===== config.mk =====
export PLATFORM = sky130hd
export DESIGN_NAME = flash_multi
export DESIGN_NICKNAME = d
export VERILOG_FILES = /design/src/rtl/flash_multi.sv
export SDC_FILE = /design/constraint.sdc
export NUM_CORES = 1
export LEC_CHECK = 0
export ABC_CLOCK_PERIOD_IN_PS = 2500
export CORE_UTILIZATION = 45
export DETAILED_ROUTE_END_ITERATION = 12
export GPL_TIMING_DRIVEN = 0
export HOLD_SLACK_MARGIN = 0.15
export SLEW_MARGIN = 25
export SYNTH_ARGS = -nofsm -noshare
export SYNTH_HDL_FRONTEND = slang
export SYNTH_SLANG_ARGS = --single-unit

===== constraint.sdc =====
create_clock -name clk -period 2.5 [get_ports clk]
set_input_delay 0.25 -clock clk [delete_from_list [all_inputs] [get_ports clk]]
set_output_delay 0.25 -clock clk [all_outputs]
set_load 0.02 [all_outputs]

===== src/rtl/flash_multi.sv =====
// Multi-channel switch-triggered LED flasher.
// Each channel synchronises and debounces its switch, then plays a burst of on/off flashes.
module flash_multi #(
  parameter int CH          = 1,
  parameter int DEB_CYCLES  = 62500,
  parameter int ON_CYCLES   = 1562500,
  parameter int OFF_CYCLES  = 1562500,
  parameter int FLASH_COUNT = 3,
  parameter int RETRIGGER   = 0
) (
  input  logic          clk,
  input  logic          rst,
  input  logic [CH-1:0] sw,
  output logic [CH-1:0] ld,
  output logic [CH-1:0] done,
  output logic          busy
);

  localparam int PMAX = (ON_CYCLES > OFF_CYCLES) ? ON_CYCLES : OFF_CYCLES;
  localparam int PW   = (PMAX > 1) ? $clog2(PMAX) : 1;
  localparam int DW   = (DEB_CYCLES > 1) ? $clog2(DEB_CYCLES) : 1;
  localparam int FW   = (FLASH_COUNT > 1) ? $clog2(FLASH_COUNT) : 1;

  localparam logic [PW-1:0] ON_LAST  = PW'(ON_CYCLES - 1);
  localparam logic [PW-1:0] OFF_LAST = PW'(OFF_CYCLES - 1);
  localparam logic [DW-1:0] DEB_LAST = DW'(DEB_CYCLES - 1);
  localparam logic [FW-1:0] F_LAST   = FW'(FLASH_COUNT - 1);

  typedef enum logic [1:0] {
    IDLE = 2'd0,
    ON   = 2'd1,
    OFF  = 2'd2
  } state_t;

  logic [CH-1:0] active;

  assign busy = |active;

  for (genvar i = 0; i < CH; i++) begin : g_ch
    logic          s1, s2, db, db_q, trig;
    logic [DW-1:0] dcnt;
    state_t        state, state_nxt;
    logic [PW-1:0] pcnt, pcnt_nxt;
    logic [FW-1:0] fcnt, fcnt_nxt;
    logic          done_r, done_nxt;
    logic          ld_ch, active_ch;

    // A level change is accepted only after it has been stable at s2 for DEB_CYCLES cycles
    always_ff @(posedge clk) begin
      if (rst) begin
        s1   <= 1'b0;
        s2   <= 1'b0;
        db   <= 1'b0;
        db_q <= 1'b0;
        dcnt <= '0;
      end else begin
        s1   <= sw[i];
        s2   <= s1;
        db_q <= db;
        if (s2 == db) begin
          dcnt <= '0;
        end else if (dcnt == DEB_LAST) begin
          db   <= s2;
          dcnt <= '0;
        end else begin
          dcnt <= dcnt + DW'(1);
        end
      end
    end

    assign trig = db & ~db_q;

    always_ff @(posedge clk) begin
      if (rst) begin
        state  <= IDLE;
        pcnt   <= '0;
        fcnt   <= '0;
        done_r <= 1'b0;
      end else begin
        state  <= state_nxt;
        pcnt   <= pcnt_nxt;
        fcnt   <= fcnt_nxt;
        done_r <= done_nxt;
      end
    end

    // Retrigger restarts the burst and wins over the terminal-count transition
    always_comb begin
      state_nxt = state;
      pcnt_nxt  = pcnt;
      fcnt_nxt  = fcnt;
      done_nxt  = 1'b0;
      case (state)
        IDLE: begin
          if (trig) begin
            state_nxt = ON;
            pcnt_nxt  = '0;
            fcnt_nxt  = '0;
          end
        end
        ON: begin
          if (pcnt == ON_LAST) begin
            state_nxt = OFF;
            pcnt_nxt  = '0;
          end else begin
            pcnt_nxt = pcnt + PW'(1);
          end
        end
        OFF: begin
          if (pcnt == OFF_LAST) begin
            pcnt_nxt = '0;
            if (fcnt == F_LAST) begin
              state_nxt = IDLE;
              done_nxt  = 1'b1;
            end else begin
              state_nxt = ON;
              fcnt_nxt  = fcnt + FW'(1);
            end
          end else begin
            pcnt_nxt = pcnt + PW'(1);
          end
        end
        default: begin
          state_nxt = IDLE;
          pcnt_nxt  = '0;
          fcnt_nxt  = '0;
        end
      endcase
      if (RETRIGGER != 0 && trig && state != IDLE) begin
        state_nxt = ON;
        pcnt_nxt  = '0;
        fcnt_nxt  = '0;
        done_nxt  = 1'b0;
      end
    end

    always_comb begin
      ld_ch     = (state == ON);
      active_ch = (state != IDLE);
    end

    assign ld[i]     = ld_ch;
    assign done[i]   = done_r;
    assign active[i] = active_ch;
  end

endmodule


Yosys cells after proc, flatten, opt, wreduce, memory -nomap -nowiden
Index checks and enable logic that the tools add are counted.

Reduce and logical (&&, ||, !) cells: 8. Mux-type cells: 13. Bitwise logic cells: 6. Equality and inequality tests: 10. Add/sub/neg operators: 3.

Operator list (number): $mux W21 (2); $pmux W21 S2 (1); $add A21 B1 Y21 const B (1); $eq A21 B21 Y1 const B (1); $add A16 B1 Y16 const B (1); $eq A16 B16 Y1 const B (1); $mux W2 (6); $pmux W2 S3 (2); $ne A2 B2 Y1 const B (3); $reduce_or A3 Y1 (2); $not A1 Y1 (5); $eq A2 B2 Y1 const B (2); $reduce_and A4 Y1 (1); $reduce_and A3 Y1 (1); $add A2 B1 Y2 const B (1); $eq A2 B1 Y1 const B (1); $logic_not A2 Y1 (1); $mux W1 (2); $ne A2 B1 Y1 const B (1); $reduce_and A2 Y1 (1); $reduce_bool A2 Y1 (1); $reduce_or A2 Y1 (1); $and A1 B1 Y1 (1); $eq A1 B1 Y1 (1).

Flip-flop bits (word level): 46. Logic and storage cells: 49.

Depth between registers and ports, before layout
Depth in word-level cells: 4. Depth in mapped cells: 8.

Least setup slack after synthesis
OpenSTA, ideal clock, no wires.

Path kind: register to register. Start point: reg g_ch[0].pcnt[0]. End point: reg g_ch[0].pcnt[13]. Arrival time: 1.578 ns. Setup time: 0.115 ns. Cell stages (with the launch flop): 8. Setup slack: 0.807 ns. Data required time: 2.385 ns. Buffers on the path: 1. Cell sequence: dfxtp_1 > ha_1 > nor4b_2 > nand4_1 > o21a_2 > o21bai_4 > buf_6 > nor2_1.

Longest elaborated chain between the ends: 3.

Ends and longest elaborated chain: start, declared (RTL line 43) `logic [PW-1:0] pcnt, pcnt_nxt;`; start signal, assigned (RTL line 81) `pcnt <= pcnt_nxt;`; $add A21 B1 Y21 / $eq A21 B21 Y1 (equally long branches); $mux W21 (*) (RTL line 102, 110); $pmux W21 S2 (*) (RTL line 93) `case (state)`.

Every way passes the cells marked *; elsewhere a longest branch is shown, timed or not. A chain may end at the register's enable or synchronous reset.

Worst setup path in the final report
Start point: reg g_ch[0].state[1]. End point: out busy.

Longest elaborated chain between the ends: 1.

Ends and longest elaborated chain: start, declared (RTL line 42) `state_t state, state_nxt;`; start signal, assigned (RTL line 80) `state <= state_nxt;`; $reduce_bool A2 Y1 (RTL line 139) `active_ch = (state != IDLE);`; end, declared (RTL line 16) `output logic busy`.

Every way passes these cells.

==> flow_summary.ini <==
[power_and_ir_drop]
p_int_uw = 1060
fin_total_pwr_uw = 1400
cellPowerDensity_nw_per_um2 = 570
power_frac_clock = 0.374
power_frac_comb = 0.095
p_leak_uw = 0.000811
total_switching_power_uw = 334
sw_frac_of_total = 0.239
power_frac_seq = 0.531
worst_ir_drop_vdd_uv = 337

[synthesis]
netlist_area_sq_um = 2210
syn_area_per_cell_sq_um = 8.91
post_synth_inst_count = 248
synth_fp_nets = 258
ys_seq_area_frac = 0.417
synth-warning-count = 0
yosysUniqueCellTypes = 43
synth_edf_count = 0
async_reset_ff_frac = 0
dominantRegCellSynth = dfxtp_1
synthesis_stage_register_bit_count = 46

[floorplanning]
core-area_sq_um = 4720
die-area_sq_um = 5190
fp.dieW_um = 72.1
num_io_pins = 6
row_count = 25
die_h_um = 72.1
floorplan.initialDensity = 0.468

[grt]
globalRoute.totalOverflow = 0
number_of_global_route_vias_before_repair = 1533
grt_first_pass_wirelength_um = 7040
grt_usage = 0.175
grt_max_degree = 14
number_of_antenna_violations_at_the_first_check_in_global_routing = 0

[detailed_routing]
wirelength_met1_um = 2150
drc_errors = 0
ant_nets = 0
detailedRoute.firstPassIterationCount = 6
topRoutingLayerUsed = met4
num_vias = 1676
route.met3.wl_um = 142
detailedRoute.firstIterationViolations = 71
met2_layer_wire_length_in_the_routed_design_um = 1770
vias_per_cell = 5.11
final_routed_wirelength_um = 4070
routedWlPerCell_um = 12.4

[sta]
hold_ws_ns = 0.448
setup_tns_ns = 0
grt_setup_unrepaired = no
setup_viol = 0
layout_worst_path_cycle_share = 0.834
relSlewSlack = 0.669
fmaxAchievable_mhz = 480
fin_skew_ns = 0.00518
period_minus_slack_ns = 2.08
hold_viol_final = 0
final_max_slew_viol_count = 0
worst_pin_slew_ns = 0.494

[place]
place.port_buffers = 5
place.detailed.instances = 320
dp_hpwl_um = 2910
place_congestion = 0.808

[finish]
area.growth.synth_to_final_pct = 11.0
nFillCells = 451
regArea_sq_um = 921
finalNetCount = 270
insertedDiodeCount = 0
final_cell_count_no_fill = 328
multiInputGateArea_sq_um = 1220
layout-drive-gt1-share = 0.0805

[setup_path]
timing.critical_path.slowest_cell_delay_ns = 0.61
worst-endpoint-arrival_ns = 1.83
slowest_stage = clkdlybuf4s50_1
end_kind = output pin
timing_worst_setup_path_type = reg -> out
cp_max_fo = 7
timing.critical_path.cells = inv_1 -> ha_1 -> inv_1 -> clkdlybuf4s50_1
timing.critical_path.required_ns = 2.25
dominant_cell_type_by_count_on_the_critical_path = inv_1
start_kind = register

[clock_network]
ctsHoldBuffers = 0
clock_sinks = 46
cts_made_buffers = 5
clock_tree_from_tritoncts = done
cts.path.max_buffers = 2
postCtsSetupRepairBufs = 0
clkSlewWorstSetupHoldPaths_ns = 0.08
htree_levels = 2
clk_root_buffer_cell = clkbuf_8
ctsResizeCount = 0
clk_latency_ns = 0.30

[status]
outcome = completed

[min_path]
timing.hold.worst.class = reg -> reg

[flow_run]
drv_cap = 0
## metrics by stage
stage | setup WS [ns] | util | cell area (sq um)
after floorplan | 0.807 | - | 2210
after global placement | 0.528 | 0.496 | 2340
after detailed placement | 0.528 | 0.496 | 2340
after CTS | 0.411 | 0.519 | 2450
after global routing | 0.324 | 0.519 | 2450
final | 0.416 | 0.519 | 2450
## cell usage after synthesis, types with 5 or more instances
cell,instances,share of area
nand2_1,20,0.034
nand4_1,9,0.025
nor2b_1,5,0.014
nor2_1,40,0.068
ha_1,7,0.040
xnor2_1,12,0.048
nand3_1,17,0.039
a21oi_1,6,0.014
dfxtp_1,46,0.42
xor2_1,19,0.075
inv_1,8,0.014
o21ai_0,7,0.016
## area by class of cell
cell class	instances	area share
inverter	8	0.0122
timing repair buffer	5	0.0204
clock buffer	8	0.0449
tap	67	0.0342
buffer	7	0.0153
sequential	46	0.375
multi-input combinational	187	0.498
## placed cells by master, fill, tap and decap left out, types with 3 or more instances in the layout
master / n
nor3_1: 4
clkdlybuf4s50_1: 5
o21ai_0: 7
xnor2_1: 12
nand4_1: 9
nor2b_1: 5
and4_1: 4
clkbuf_8: 8
xor2_1: 19
nand3_1: 17
clkbuf_1: 3
ha_1: 7
a21oi_1: 6
buf_2: 3
and3_1: 4
dfxtp_1: 46
nand2_1: 20
inv_1: 8
nor4_1: 3
nor2_1: 40
## power groups by stage
| stage | Combinational, uW | Sequential [uW] | Clock [uW] |
|---|---|---|---|
| 2_1_floorplan | 93.3 | 759 | 0 |
| 3_3_place_gp | 135 | 759 | 0 |
| 3_5_place_dp | 133 | 759 | 0 |
| 4_1_cts | 135 | 742 | 541 |
| 5_1_grt | 148 | 744 | 577 |
| 6_report | 133 | 742 | 524 |
## worst paths after layout
check | startpoint | endpoint | slack, ns | depth (start not counted)
worst max-delay path | g_ch[0].state[1] | busy | 0.42 | 4
worst min register to register | g_ch[0].s1 | g_ch[0].s2 | 0.45 | 1
worst max register to register | g_ch[0].pcnt[0] | g_ch[0].pcnt[9] | 0.52 | 7
worst min-delay path | g_ch[0].s1 | g_ch[0].s2 | 0.45 | 1
## routing by layer
layer,track usage,vias to the layer above
met5,0,-
met4,0.0719,0
met3,0.0361,2
met2,0.251,20
met1,0.253,776
li1,-,878
## kinds of logic (layout without fill, tap and decap cells)
group,Yosys count,count (layout),share of synthesized area
DFF,46,46,0.417
buffers and inverters,15,28,0.0306
xor gates and xnor gates,31,31,0.123
adders and majority gates,7,7,0.0396
AOI/OAI and AO/OA,26,26,0.0940
and+or+nand+nor,122,122,0.292
muxes,1,1,0.00453
## sequential cells by signal, indices dropped and copies added (netlist names)
register	count
done	1
g_ch.db	1
g_ch.db_q	1
g_ch.dcnt	16
g_ch.fcnt	2
g_ch.pcnt	21
g_ch.s1	1
g_ch.s2	1
g_ch.state	2
## worst max-delay path: cells and delay by family (launching register included)
kind       cells  cell delay [ns]
fa+ha+maj      1             0.33
buf+inv        3             0.80
flops          1             0.40
(Power assumes the default switching activity.)
==> variant (config.mk and constraints unchanged) <==
Change the parameter `ON_CYCLES` from 1562500 to 6250000.
--- a/src/rtl/flash_multi.sv
+++ b/src/rtl/flash_multi.sv
@@ -3,7 +3,7 @@
 module flash_multi #(
   parameter int CH          = 1,
   parameter int DEB_CYCLES  = 62500,
-  parameter int ON_CYCLES   = 1562500,
+  parameter int ON_CYCLES   = 6250000,
   parameter int OFF_CYCLES  = 1562500,
   parameter int FLASH_COUNT = 3,
   parameter int RETRIGGER   = 0
Check against the original RTL: same outputs for any inputs over 10 cycles, from zero or initial values and one cycle with rst high; that may be too few to reach the edited logic, so the function may still have changed.
==> variant against the unedited design <==
Total power decreased by 0.55%. Non-clock buffer count unchanged. Worst setup slack worse by 0.27 ns. Routed wire length increased by 11%. Sequential cell count up 2. Design area is 3.7% higher. Core utilization grew 0.86 points. Combinational power up 39%. Synthesized area rose by 4.6%.
==> variant: results (changes against the unedited design) <==
| Metric | Value |
|---|---|
| Hpwl dp | `3279 um (+13%)` |
| Hold Fails Final Rpt | `0 (unchanged)` |
| Vias | `1858 (+11%)` |
| Final nets | `294 (+8.9%)` |
| Seq/Total Area, Yosys | `41.58% (-0.095 points)` |
| Non-filler cells, final | `351 (+7.0%)` |
| DRT Pass-1 Iters | `4 (-2)` |
| Final clock skew | `0.003706 ns (-0.001477 ns)` |
| Hold Startpoint | `g_ch[0].fcnt[0]$_SDFFE_PP0P_` |
| VDD IR max | `306.7 uV (-9.1%)` |
| Outcome | `complete, no violations` |
| Biggest regs | `g_ch.pcnt x23, g_ch.dcnt x16` |
| Net Count, Synth | `282 (+9.3%)` |
| RR Startpoint | `g_ch[0].pcnt[16]$_SDFFE_PP0P_` |
| R2r endpoint | `g_ch[0].pcnt[22]$_SDFFE_PP0P_` |
| Static leakage | `0.8768 nW (+8.1%)` |
| Delay of the slowest cell on the worst path | `0.56 ns (-0.05 ns)` |
| Fill cell count | `475 (+5.3%)` |
| Arr. time, crit path | `2.54 ns (+0.71 ns)` |
| Wirelength per Cell | `12.89 um (+3.8%)` |
| Hold path endpoint | `g_ch[0].fcnt[0]$_SDFFE_PP0P_` |
| First DRT Iteration DRCs | `79 (+11%)` |
| Top cells by area, synth | `dfxtp_1 (42%), nor2_1 (6.5%), xor2_1 (6.4%)` |
| Reg2reg setup slack | `0.15 ns (-0.37 ns)` |
| Fraction of layout cells with a size suffix above 1 | `5.986% (-2.1 points)` |
| Synth cell types | `41 (-4.7%)` |
| First-pass GRT wire length | `7803 um (+11%)` |
| Crit-path max FO | `10 (+3)` |
| Depth of the worst hold-timing path | `2 (+1)` |
| Routability Congestion | `0.8085 (about the same)` |
| # placed instances | `344 (+7.5%)` |
| Cell count after synthesis | `272 (+9.7%)` |
| GRT Util Overall | `18.65% (+1.2 points)` |
| Post-synth top cells | `dfxtp_1 (48), nor2_1 (40), nand2_1 (30), nand3_1 (18), xor2_1 (17)` |
| Total CTS buffers | `5 (unchanged)` |
| Worst Max-Slew Pin Slew | `0.7116 ns (+0.2179 ns)` |
| Critical path's slowest cell | `or4_1` |
| R2r worst-path depth | `8 (+1)` |
| Ys flop type | `dfxtp_1` |
| Vias in the first global route | `1754 (+14%)` |
| Hold/Removal Path Class | `flop to flop` |
| Crit path max-delay family | `simple AND/OR/NAND/NOR gates` |
variant: per-layer routing:
metal | up-vias | wire, um | global-route usage (%)
li1 | 972 | - | -
met1 | 862 | 2264 | 23.04
met2 | 17 | 2106 | 32.21
met3 | 7 | 89 | 3.704
met4 | 0 | 63 | 6.410
met5 | - | 0 | 0
variant: worst max path at each step:
stage | cells after the start | start | endpoint
floorplan | 7 | g_ch[0].pcnt[0]$_SDFFE_PP0P_ | g_ch[0].state[0]$_SDFFE_PP0P_
global placement | 7 | g_ch[0].pcnt[0]$_SDFFE_PP0P_ | g_ch[0].state[0]$_SDFFE_PP0P_
detailed placement | 7 | g_ch[0].pcnt[0]$_SDFFE_PP0P_ | g_ch[0].state[0]$_SDFFE_PP0P_
CTS | 8 | g_ch[0].pcnt[16]$_SDFFE_PP0P_ | g_ch[0].pcnt[11]$_SDFFE_PP0P_
global route | 8 | g_ch[0].pcnt[16]$_SDFFE_PP0P_ | g_ch[0].pcnt[7]$_SDFFE_PP0P_
finish | 8 | g_ch[0].pcnt[16]$_SDFFE_PP0P_ | g_ch[0].pcnt[22]$_SDFFE_PP0P_
variant: per-stage QoR:
step	setup slack, ns	hold slack [ns]	util (%)	instance area (sq um)
after floorplan	0.2596	0.3782	-	2311
after global placement	0.02225	0.4400	50.75	2445
after detailed placement	0.03006	0.4291	50.75	2445
after CTS	0.07569	0.4598	52.49	2529
after global routing	0.006104	0.4878	52.81	2544
final	0.1504	0.4585	52.81	2544
variant: cells by family (layout without fill, tap and decap cells):
kind of cell	after synthesis	count (layout)	synth area share (%)
AOI/OAI and AO/OA	26	26	6.930
xor gates and xnor gates	28	28	10.61
adders and majority gates	7	7	3.790
buffers and inverters	15	27	2.978
DFF	48	48	41.58
muxes	3	3	1.299
and+or+nand+nor	145	145	32.81
variant: power by group:
group / leakage [nW] / internal (mW) / switching, mW
Combinational: 0.448 / 0.0658 / 0.119
Clock: 0.0410 / 0.190 / 0.237
Sequential: 0.387 / 0.771 / 0.00673
Total: 0.877 / 1.03 / 0.363
variant: tightest hold or removal path: cells and delay by family, from the launching register on:
family | cells | cell delay, ns
flip-flops | 1 | 0.31
AND/OR/NAND/NOR | 1 | 0.05
AO/OA/AOI/OAI | 1 | 0.05
variant: cell type report:
class	instances	share of cell area (%)
multi-input cells	209	51.16
flip-flops and latches	48	37.83
well taps	67	3.296
clock buffers	6	2.853
repair buffers	5	1.968
plain buffers	7	1.525
inverters	8	1.181
clock inverters	1	0.1968
variant: repair_timing:
action                                  4_1_cts  5_1_grt
resized for setup                             1        4
pin swaps                                     0        1
endpoints found under the setup margin        1       11
